--- src/rtl/riscv_lsu_if.sv ---
// Execute-stage request and data-memory port bundle for the RV32I load/store unit.
// The LSU connects to the slave modport; the driving environment connects to the master modport.
interface riscv_lsu_if #(
    parameter int unsigned XLEN = 32
);
    logic            i_lsu_req;
    logic            o_lsu_ready;
    logic            i_lsu_we;
    logic [2:0]      i_lsu_funct3;
    logic [XLEN-1:0] i_lsu_addr;
    logic [XLEN-1:0] i_lsu_wdata;
    logic            o_lsu_done;
    logic            o_lsu_misalign;
    logic [XLEN-1:0] o_lsu_rdata;
    logic            o_dmem_req;
    logic            o_dmem_we;
    logic [3:0]      o_dmem_be;
    logic [XLEN-1:0] o_dmem_addr;
    logic [XLEN-1:0] o_dmem_wdata;
    logic            i_dmem_ack;
    logic [XLEN-1:0] i_dmem_rdata;

    modport slave (
        input  i_lsu_req, i_lsu_we, i_lsu_funct3, i_lsu_addr, i_lsu_wdata,
        input  i_dmem_ack, i_dmem_rdata,
        output o_lsu_ready, o_lsu_done, o_lsu_misalign, o_lsu_rdata,
        output o_dmem_req, o_dmem_we, o_dmem_be, o_dmem_addr, o_dmem_wdata
    );

    modport master (
        output i_lsu_req, i_lsu_we, i_lsu_funct3, i_lsu_addr, i_lsu_wdata,
        output i_dmem_ack, i_dmem_rdata,
        input  o_lsu_ready, o_lsu_done, o_lsu_misalign, o_lsu_rdata,
        input  o_dmem_req, o_dmem_we, o_dmem_be, o_dmem_addr, o_dmem_wdata
    );
endinterface

--- src/rtl/riscv_lsu.sv ---
// RV32I load/store unit: one access at a time, lane alignment, misalignment trap,
// and a request/acknowledge data-memory handshake.
module riscv_lsu #(
    parameter int unsigned XLEN = 32
) (
    input logic        i_clk,
    input logic        i_rst,
    riscv_lsu_if.slave lsu
);
    typedef enum logic [1:0] {StIdle, StMem, StResp, StErr} state_e;

    state_e          state_q, state_d;
    logic            req_q, req_d;
    logic            we_q, we_d;
    logic [3:0]      be_q, be_d;
    logic [XLEN-1:0] addr_q, addr_d;
    logic [XLEN-1:0] wdata_q, wdata_d;
    logic [XLEN-1:0] rdata_q, rdata_d;
    logic [2:0]      f3_q, f3_d;
    logic [1:0]      off_q, off_d;

    // funct3[1:0] gives the access size for loads and stores alike: 00 byte, 01 half, 1x word.
    function automatic logic is_misaligned(input logic [1:0] sz, input logic [1:0] off);
        return (sz == 2'b01 && off[0]) || (sz[1] && off != 2'b00);
    endfunction

    function automatic logic [3:0] lane_be(input logic [1:0] sz, input logic [1:0] off);
        case (sz)
            2'b00:   return 4'b0001 << off;
            2'b01:   return 4'b0011 << {off[1], 1'b0};
            default: return 4'b1111;
        endcase
    endfunction

    function automatic logic [XLEN-1:0] lane_wdata(input logic [1:0] sz, input logic [XLEN-1:0] wd);
        case (sz)
            2'b00:   return {4{wd[7:0]}};
            2'b01:   return {2{wd[15:0]}};
            default: return wd;
        endcase
    endfunction

    function automatic logic [XLEN-1:0] load_fmt(input logic [2:0] f3, input logic [1:0] off,
                                                 input logic [XLEN-1:0] rd);
        logic [7:0]  b;
        logic [15:0] h;
        b = rd[{off, 3'b000} +: 8];
        h = rd[{off[1], 4'b0000} +: 16];
        case (f3[1:0])
            2'b00:   return {{(XLEN-8){b[7] & ~f3[2]}}, b};
            2'b01:   return {{(XLEN-16){h[15] & ~f3[2]}}, h};
            default: return rd;
        endcase
    endfunction

    always_comb begin
        state_d = state_q;
        req_d   = req_q;
        we_d    = we_q;
        be_d    = be_q;
        addr_d  = addr_q;
        wdata_d = wdata_q;
        rdata_d = rdata_q;
        f3_d    = f3_q;
        off_d   = off_q;
        case (state_q)
            StIdle: begin
                if (lsu.i_lsu_req) begin
                    f3_d  = lsu.i_lsu_funct3;
                    off_d = lsu.i_lsu_addr[1:0];
                    if (is_misaligned(lsu.i_lsu_funct3[1:0], lsu.i_lsu_addr[1:0])) begin
                        state_d = StErr;
                    end else begin
                        state_d = StMem;
                        req_d   = 1'b1;
                        we_d    = lsu.i_lsu_we;
                        be_d    = lane_be(lsu.i_lsu_funct3[1:0], lsu.i_lsu_addr[1:0]);
                        addr_d  = {lsu.i_lsu_addr[XLEN-1:2], 2'b00};
                        wdata_d = lsu.i_lsu_we ?
                                  lane_wdata(lsu.i_lsu_funct3[1:0], lsu.i_lsu_wdata) : '0;
                    end
                end
            end
            StMem: begin
                if (lsu.i_dmem_ack) begin
                    state_d = StResp;
                    req_d   = 1'b0;
                    if (!we_q) begin
                        rdata_d = load_fmt(f3_q, off_q, lsu.i_dmem_rdata);
                    end
                end
            end
            StResp:  state_d = StIdle;
            StErr:   state_d = StIdle;
            default: state_d = StIdle;
        endcase
    end

    always_ff @(posedge i_clk) begin
        if (i_rst) begin
            state_q <= StIdle;
            req_q   <= 1'b0;
            we_q    <= 1'b0;
            be_q    <= '0;
            addr_q  <= '0;
            wdata_q <= '0;
            rdata_q <= '0;
            f3_q    <= '0;
            off_q   <= '0;
        end else begin
            state_q <= state_d;
            req_q   <= req_d;
            we_q    <= we_d;
            be_q    <= be_d;
            addr_q  <= addr_d;
            wdata_q <= wdata_d;
            rdata_q <= rdata_d;
            f3_q    <= f3_d;
            off_q   <= off_d;
        end
    end

    assign lsu.o_lsu_ready    = (state_q == StIdle);
    assign lsu.o_lsu_done     = (state_q == StResp) || (state_q == StErr);
    assign lsu.o_lsu_misalign = (state_q == StErr);
    assign lsu.o_lsu_rdata    = rdata_q;
    assign lsu.o_dmem_req     = req_q;
    assign lsu.o_dmem_we      = we_q;
    assign lsu.o_dmem_be      = be_q;
    assign lsu.o_dmem_addr    = addr_q;
    assign lsu.o_dmem_wdata   = wdata_q;
endmodule
--- src/flat_wrapper.sv ---
// flat-port wrapper written by rule: the top's interface ports become plain ports
module riscv_lsu_flat 
#(
    parameter int unsigned XLEN = 32
)
  (i_clk, i_rst, lsu_i_lsu_req, lsu_i_lsu_we, lsu_i_lsu_funct3, lsu_i_lsu_addr, lsu_i_lsu_wdata, lsu_i_dmem_ack, lsu_i_dmem_rdata, lsu_o_lsu_ready, lsu_o_lsu_done, lsu_o_lsu_misalign, lsu_o_lsu_rdata, lsu_o_dmem_req, lsu_o_dmem_we, lsu_o_dmem_be, lsu_o_dmem_addr, lsu_o_dmem_wdata);
  riscv_lsu_if #(.XLEN(XLEN)) lsu_i ();
  input logic i_clk;
  input logic i_rst;
  input wire logic [$bits(lsu_i.i_lsu_req)-1:0] lsu_i_lsu_req;
  input wire logic [$bits(lsu_i.i_lsu_we)-1:0] lsu_i_lsu_we;
  input wire logic [$bits(lsu_i.i_lsu_funct3)-1:0] lsu_i_lsu_funct3;
  input wire logic [$bits(lsu_i.i_lsu_addr)-1:0] lsu_i_lsu_addr;
  input wire logic [$bits(lsu_i.i_lsu_wdata)-1:0] lsu_i_lsu_wdata;
  input wire logic [$bits(lsu_i.i_dmem_ack)-1:0] lsu_i_dmem_ack;
  input wire logic [$bits(lsu_i.i_dmem_rdata)-1:0] lsu_i_dmem_rdata;
  output wire logic [$bits(lsu_i.o_lsu_ready)-1:0] lsu_o_lsu_ready;
  output wire logic [$bits(lsu_i.o_lsu_done)-1:0] lsu_o_lsu_done;
  output wire logic [$bits(lsu_i.o_lsu_misalign)-1:0] lsu_o_lsu_misalign;
  output wire logic [$bits(lsu_i.o_lsu_rdata)-1:0] lsu_o_lsu_rdata;
  output wire logic [$bits(lsu_i.o_dmem_req)-1:0] lsu_o_dmem_req;
  output wire logic [$bits(lsu_i.o_dmem_we)-1:0] lsu_o_dmem_we;
  output wire logic [$bits(lsu_i.o_dmem_be)-1:0] lsu_o_dmem_be;
  output wire logic [$bits(lsu_i.o_dmem_addr)-1:0] lsu_o_dmem_addr;
  output wire logic [$bits(lsu_i.o_dmem_wdata)-1:0] lsu_o_dmem_wdata;
  assign lsu_i.i_lsu_req = lsu_i_lsu_req;
  assign lsu_i.i_lsu_we = lsu_i_lsu_we;
  assign lsu_i.i_lsu_funct3 = lsu_i_lsu_funct3;
  assign lsu_i.i_lsu_addr = lsu_i_lsu_addr;
  assign lsu_i.i_lsu_wdata = lsu_i_lsu_wdata;
  assign lsu_i.i_dmem_ack = lsu_i_dmem_ack;
  assign lsu_i.i_dmem_rdata = lsu_i_dmem_rdata;
  assign lsu_o_lsu_ready = lsu_i.o_lsu_ready;
  assign lsu_o_lsu_done = lsu_i.o_lsu_done;
  assign lsu_o_lsu_misalign = lsu_i.o_lsu_misalign;
  assign lsu_o_lsu_rdata = lsu_i.o_lsu_rdata;
  assign lsu_o_dmem_req = lsu_i.o_dmem_req;
  assign lsu_o_dmem_we = lsu_i.o_dmem_we;
  assign lsu_o_dmem_be = lsu_i.o_dmem_be;
  assign lsu_o_dmem_addr = lsu_i.o_dmem_addr;
  assign lsu_o_dmem_wdata = lsu_i.o_dmem_wdata;
  riscv_lsu #(.XLEN(XLEN)) u_core (.i_clk(i_clk), .i_rst(i_rst), .lsu(lsu_i));
endmodule
--- config.mk ---
export PLATFORM = sky130hd
export DESIGN_NAME = riscv_lsu_flat
export DESIGN_NICKNAME = d
export VERILOG_FILES = /design/src/rtl/riscv_lsu_if.sv /design/src/rtl/riscv_lsu.sv /design/src/flat_wrapper.sv
export SDC_FILE = /design/constraint.sdc
export NUM_CORES = 1
export LEC_CHECK = 0
export BUFFER_PORTS_ARGS = -buffer_cell sky130_fd_sc_hd__buf_2
export CAP_MARGIN = 0
export CORE_AREA = 2 2 74 147
export DETAILED_ROUTE_END_ITERATION = 6
export DIE_AREA = 0 0 76 149
export GPL_TIMING_DRIVEN = 0
export PLACE_DENSITY = 0.88
export SYNTH_ARGS = -nofsm -noshare
export SYNTH_HDL_FRONTEND = slang
export SYNTH_SLANG_ARGS = --single-unit
--- constraint.sdc ---
create_clock -name i_clk -period 1.7 [get_ports i_clk]
set_input_delay 0.17 -clock i_clk [delete_from_list [all_inputs] [get_ports i_clk]]
set_output_delay 0.17 -clock i_clk [all_outputs]
set_load 0.01 [all_outputs]
==> flow_summary.json, run 1 <==
{
  "status": "completed",
  "grt_pass1_vias": 4670,
  "worst-slew-pin-transition_ns": 0.681,
  "ys_seq_area_share_pct": 45.4,
  "fin_setup_tns_ns": 0,
  "clock_skew_ns": 0.00871,
  "clock_latency_ns": 0.35,
  "grt-ovfl-total": 0,
  "synth_top_area_cell": "dfxtp_1",
  "min-delay-path-class": "in -> reg",
  "setup_viol": 0,
  "critPathKind": "reg -> reg",
  "ir_drop_mv": 0.716,
  "rsz0062_at_grt": "true",
  "nets": 871,
  "start_util_pct": 45.9,
  "synth_top_area_share_pct": 45.4,
  "num_rows": 53,
  "coreArea_mm2": 0.0103,
  "wirelength_mm": 14.6,
  "worst_ep_required_time_ns": 1.95,
  "root_buffer": "clkbuf_16",
  "clock_path_buffers": 2,
  "stdcell_count": 910,
  "dp.cells": 887,
  "grt_pass1_wl_mm": 22.9,
  "synth_seq_cells": 107,
  "cts_tree": "done",
  "synthTopCellsByCount": "107 x dfxtp_1, 105 x nand2_1, 50 x a21oi_1, 45 x nor2_1, 31 x a211oi_1",
  "drt_iter0_markers": 267,
  "arrival_ns": 1.90,
  "maxCapViolCount": 0,
  "antenna_found_initial": 1,
  "syn2layout_area_growth_pct": 33.8,
  "gp_congestion": 0.863,
  "min_path_cells": 3,
  "min_period_ns": 1.65,
  "critPathMaxFanout": 10,
  "port_buffers": 204,
  "layout-drive-gt1-share_pct": 37.7,
  "grt_usage_pct": 24.9,
  "max_slew_margin_pct": 54.6,
  "fp.dieH_um": 149,
  "reg2reg_depth": 4,
  "p_leak_nw": 2.82,
  "synthFlopType": "dfxtp_1",
  "synth_area_leaders": "dfxtp_1 45%, nand2_1 8.4%, a21oi_1 5.3%",
  "finalMaxSlewViolations": 0,
  "cts_inserted_buffers": 9,
  "via_count": 4854,
  "fmax_mhz": 606,
  "syn_area_mm2": 0.00472,
  "path_clk_slew_ns": 0.07,
  "async_flop_share_pct": 0,
  "synthCells": 545,
  "htree_num_levels": 3,
  "fillCellCount": 910,
  "hpwl_mm": 11.0,
  "ys_types": 46,
  "synth-edff-count": 0,
  "hold_viol": 0,
  "synth_most_common_cell": "dfxtp_1",
  "die_w_um": 76,
  "drtPass1Iterations": 4,
  "synth_area_per_cell_um2": 8.65,
  "drc": 0,
  "viasPerCell": 5.33,
  "routedWlPerCell_um": 16.0,
  "yosysWarnings": 0,
  "grt_max_degree": 17,
  "numClockSinks": 107,
  "period_share_pct": 97.0,
  "powerDensity_mw_per_mm2": 949,
  "io_pins": 209,
  "ant_nets": 0,
  "worstSetupEndpointType": "flip-flop",
  "die_area_mm2": 0.0113,
  "cp-start-kind": "flip-flop"
}
## routing by layer
| layer | track usage (%) | share of wire (%) | vias to the layer above |
|---|---|---|---|
| li1 | - | - | 2351 |
| met1 | 30.9 | 42 | 2240 |
| met2 | 43.5 | 49 | 238 |
| met3 | 5.27 | 6.9 | 25 |
| met4 | 7.55 | 2.2 | 0 |
| met5 | 0 | 0 | - |
## kinds of logic (layout without fill, tap and decap cells)
logic type | Yosys count | in the layout | synth area share [%]
other | 1 | 3 | 0.0795
buffers and inverters | 52 | 278 | 5.60
muxes | 36 | 36 | 7.96
DFF | 107 | 107 | 45.4
and+or+nand+nor | 201 | 201 | 19.2
AOI/OAI and AO/OA | 148 | 148 | 21.7
## report_power, final
part           total (mW)  switching [mW]  internal [mW]
sequential           2.73          0.0852           2.65
combinational        1.08           0.618          0.462
clock                2.18           0.914           1.26
total                5.99            1.62           4.38
## layout by cell type (no fill, tap or decap), drive strengths merged, types with 4 or more instances in the layout
master	n
o21ai	21
inv	5
mux2	12
nand2	105
buf	234
clkbuf	36
dfxtp	107
nor2	46
o2bb2ai	8
nand3	19
and2	4
a22o	16
a31o	7
mux2i	24
nand3b	12
a21oi	52
a211oi	32
## timing repair
| action | CTS | global route |
|---|---|---|
| gates cloned | 0 | 0 |
| endpoints found under the setup margin | 74 | 38 |
| buffers inserted | 2 | 4 |
| pin swaps | 3 | 1 |
| hold buffers | 0 | 0 |
| resized for setup | 4 | 14 |
## sequential cells by signal, summed over array words and instances, names as in the netlist
signal	count
u_core.lsu.o_dmem_addr	30
u_core.f3_q	3
u_core.lsu.o_dmem_be	4
u_core.lsu.o_dmem_we	1
u_core.state_q	2
u_core.off_q	2
u_core.lsu.o_lsu_rdata	32
u_core.lsu.o_dmem_wdata	32
u_core.lsu.o_dmem_req	1
## final cells by class
type	count	area, um^2	area share [%]
Clock inverter	3	45.0	0.714
Timing Repair Buffer	210	1070	16.9
Tap cell	137	171	2.72
Clock buffer	13	270	4.28
Sequential cell	107	2150	34.0
Antenna cell	1	2.50	0.0397
Buffer	47	258	4.08
Inverter	5	18.8	0.297
Multi-Input combinational cell	387	2330	36.9
## critical path: stages, from the launching register on
cell and delay (ns):
dfxtp_2 0.39, and4bb_2 0.37, buf_1 0.41, o21ai_0 0.14, a211oi_1 0.25
## worst paths after layout
check                                                                to  slack (ns)                                     from
worst max register to register  u_core.lsu.o_lsu_rdata[12]$_SDFFE_PP0P_        0.05           u_core.state_q[1]$_SDFFE_PP0P_
worst min register to register  u_core.lsu.o_dmem_addr[26]$_SDFFE_PP0P_        0.45  u_core.lsu.o_dmem_addr[26]$_SDFFE_PP0P_
worst min-delay path             u_core.lsu.o_dmem_addr[8]$_SDFFE_PP0P_        0.06                        lsu_i_lsu_addr[8]
worst max-delay path            u_core.lsu.o_lsu_rdata[12]$_SDFFE_PP0P_        0.05           u_core.state_q[1]$_SDFFE_PP0P_
## stage by stage
stage	setup slack, ns	hold slack [ns]	util (%)	cell area [um^2]	total power [mW]
after floorplan	0.211	0.287	-	4720	3.39
after global placement	-0.135	0.397	57.5	5910	3.80
after detailed placement	-0.127	0.407	57.5	5910	3.83
after CTS	0.0219	0.0455	60.8	6250	6.00
after global routing	-0.0284	0.0582	61.4	6310	6.27
final	0.0508	0.0638	61.4	6310	5.99
Power figures use the tool's default switching activity.
==> run 2: changes to the inputs <==
- CORE_AREA: 2 2 74 147 -> 2 2 78 154
- DIE_AREA: 0 0 76 149 -> 0 0 80 156
- PLACE_DENSITY: 0.88 -> 0.85
- clock period: 1.7 -> 1.5 ns (I/O delays scaled with it)
==> run 2 against run 1 <==
Effect of this change:
- the run now ends with negative setup slack left
- critical endpoint is now u_core.lsu.o_lsu_rdata[14]$_SDFFE_PP0P_
- total power is 16% higher
- sequential power is 13% higher
- largest power group unchanged
- register-to-register slack worse by 0.09 ns
- first-iteration DRC count is 24% lower
- utilization is 0.85 points lower
- fmax is 7.4% higher
- largest cell class unchanged
==> flow_summary.json, run 2 (synthesis results as in run 1) <==
{
  "status": "finished with violations",
  "worst-slew-pin-transition_ns": 0.769,
  "ir_drop_mv": 0.636,
  "powerDensity_mw_per_mm2": 1020,
  "fillCellCount": 1009,
  "start_util_pct": 41.8,
  "root_buffer": "clkbuf_16",
  "min_path_cells": 3,
  "setup_viol": 8,
  "io_pins": 209,
  "violations": "negative setup slack",
  "fp.dieH_um": 156,
  "layout-drive-gt1-share_pct": 46.2,
  "drc": 0,
  "min-delay-path-class": "in -> reg",
  "crit_cells": 6,
  "p_leak_nw": 2.99,
  "finalMaxSlewViolations": 0,
  "reg2reg_slack_ns": -0.04,
  "layout_common_cells": "210 x buf_2, 104 x nand2_1, 102 x dfxtp_1, 42 x nor2_1, 35 x a21oi_1",
  "worstHoldStart": "lsu_i_lsu_addr[30]",
  "rsz0062_at_grt": "true",
  "worstSetupEndpointType": "flip-flop",
  "num_rows": 55,
  "drtPass1Iterations": 4,
  "clock_latency_ns": 0.34,
  "ant_nets": 0,
  "min_to": "u_core.lsu.o_dmem_addr[30]$_SDFFE_PP0P_",
  "crit_chain": "nand2_4 > or3_4 > buf_6 > a211oi_4 > buf_12 > a211oi_2",
  "arrival_ns": 1.73,
  "drt_iter0_markers": 203,
  "gp_congestion": 0.910,
  "max_slew_margin_pct": 48.7,
  "antenna_found_initial": 1,
  "grt_pass1_wl_mm": 23.6,
  "cp_num_buf_inv": 2,
  "rr_startpoint": "u_core.state_q[0]$_SDFFE_PP0P_",
  "maxCapViolCount": 0,
  "dp_slack_ns": -0.289,
  "reg2reg_to": "u_core.lsu.o_lsu_rdata[14]$_SDFFE_PP0P_",
  "grt_usage_pct": 24.4,
  "syn2layout_area_growth_pct": 44.9,
  "viasPerCell": 5.30,
  "grt_max_degree": 19,
  "die_w_um": 80,
  "cts_inserted_buffers": 9,
  "cp-start-kind": "flip-flop",
  "mostFrequentLayoutCell": "buf_2",
  "clock_skew_ns": 0.00686,
  "via_count": 4917,
  "htree_num_levels": 3,
  "cp_top_family": "flip-flops",
  "hold_viol": 0,
  "slowest_stage": "dfxtp_4",
  "port_buffers": 204,
  "critPathKind": "reg -> reg",
  "fmax_mhz": 651,
  "die_area_mm2": 0.0125,
  "worst_ep_required_time_ns": 1.70,
  "nets": 884,
  "hold_ws_ns": 0.0405,
  "cts_tree": "done",
  "clock_path_buffers": 2,
  "routedWlPerCell_um": 17.1,
  "layout_setup_ws_ns": -0.0356,
  "slowest_delay_ns": 0.40,
  "grt-ovfl-total": 0,
  "hpwl_mm": 11.6,
  "path_clk_slew_ns": 0.08,
  "period_share_pct": 102,
  "critPathMaxFanout": 7,
  "grt_pass1_vias": 4860,
  "cts_hold_buf": 0,
  "wirelength_mm": 15.9,
  "min_period_ns": 1.54,
  "numClockSinks": 107,
  "reg2reg_depth": 6,
  "coreArea_mm2": 0.0113
}
-- run 2: how the worst max path moves through the flow --
stage / from / to / slack, ns
after floorplan: u_core.state_q[0]$_SDFFE_PP0P_ / u_core.lsu.o_lsu_rdata[20]$_SDFFE_PP0P_ / 0.01
after global placement: u_core.state_q[0]$_SDFFE_PP0P_ / u_core.lsu.o_lsu_rdata[27]$_SDFFE_PP0P_ / -0.25
after detailed placement: u_core.state_q[0]$_SDFFE_PP0P_ / u_core.lsu.o_lsu_rdata[20]$_SDFFE_PP0P_ / -0.29
after CTS: u_core.off_q[1]$_SDFFE_PP0P_ / u_core.lsu.o_lsu_rdata[14]$_SDFFE_PP0P_ / -0.02
after global routing: u_core.state_q[0]$_SDFFE_PP0P_ / u_core.lsu.o_lsu_rdata[2]$_SDFFE_PP0P_ / -0.10
final: u_core.state_q[0]$_SDFFE_PP0P_ / u_core.lsu.o_lsu_rdata[14]$_SDFFE_PP0P_ / -0.04
-- run 2: report_power, final --
part,total (mW),switching (mW),leakage (nW),internal (mW)
combinational,1.45,0.799,1.98,0.650
sequential,3.09,0.0948,0.874,3.00
clock,2.43,1.11,0.144,1.32
-- run 2: per-layer routing --
metal  GRT usage, %  part of all wire (%)
met5              0                     0
met4           14.6                   5.0
met3           4.75                   5.7
met2           45.2                    54
met1           24.2                    35
-- run 2: what timing repair did --
action / CTS / global route
cloned: 0 / 5
setup endpoints to repair: 95 / 90
pin swaps: 4 / 28
buffers inserted: 5 / 10
gates resized for setup: 28 / 94
-- run 2: tightest hold or removal path, cell delays in order --
cell     delay, ns
buf_2         0.10
nand2_1       0.04
a21oi_1       0.05
-- run 2: final cells by class --
class / count / area, um^2 / share of cell area [%]
Clock buffer: 10 / 229 / 3.35
Multi-Input combinational cell: 388 / 2610 / 38.2
Sequential cell: 107 / 2160 / 31.5
Buffer: 46 / 350 / 5.13
Tap cell: 142 / 178 / 2.60
Clock inverter: 6 / 72.6 / 1.06
Inverter: 5 / 18.8 / 0.275
Timing Repair Buffer: 223 / 1220 / 17.9
Antenna cell: 1 / 2.50 / 0.0366
-- run 2: stage by stage --
| stage | total power, mW | utilization (%) | cells | cell area, um^2 | setup TNS (ns) |
|---|---|---|---|---|---|
| after CTS | 6.80 | 56.3 | 913 | 6350 | -0.0308 |
| after global routing | 7.26 | 60.6 | 928 | 6830 | -2.13 |
| final | 6.97 | 60.6 | 928 | 6830 | -0.237 |
| after global placement | 4.32 | 52.4 | 892 | 5920 | -12.65 |
| after detailed placement | 4.35 | 52.4 | 892 | 5920 | -15.38 |
| after floorplan | 3.84 | - | 546 | 4720 | 0 |
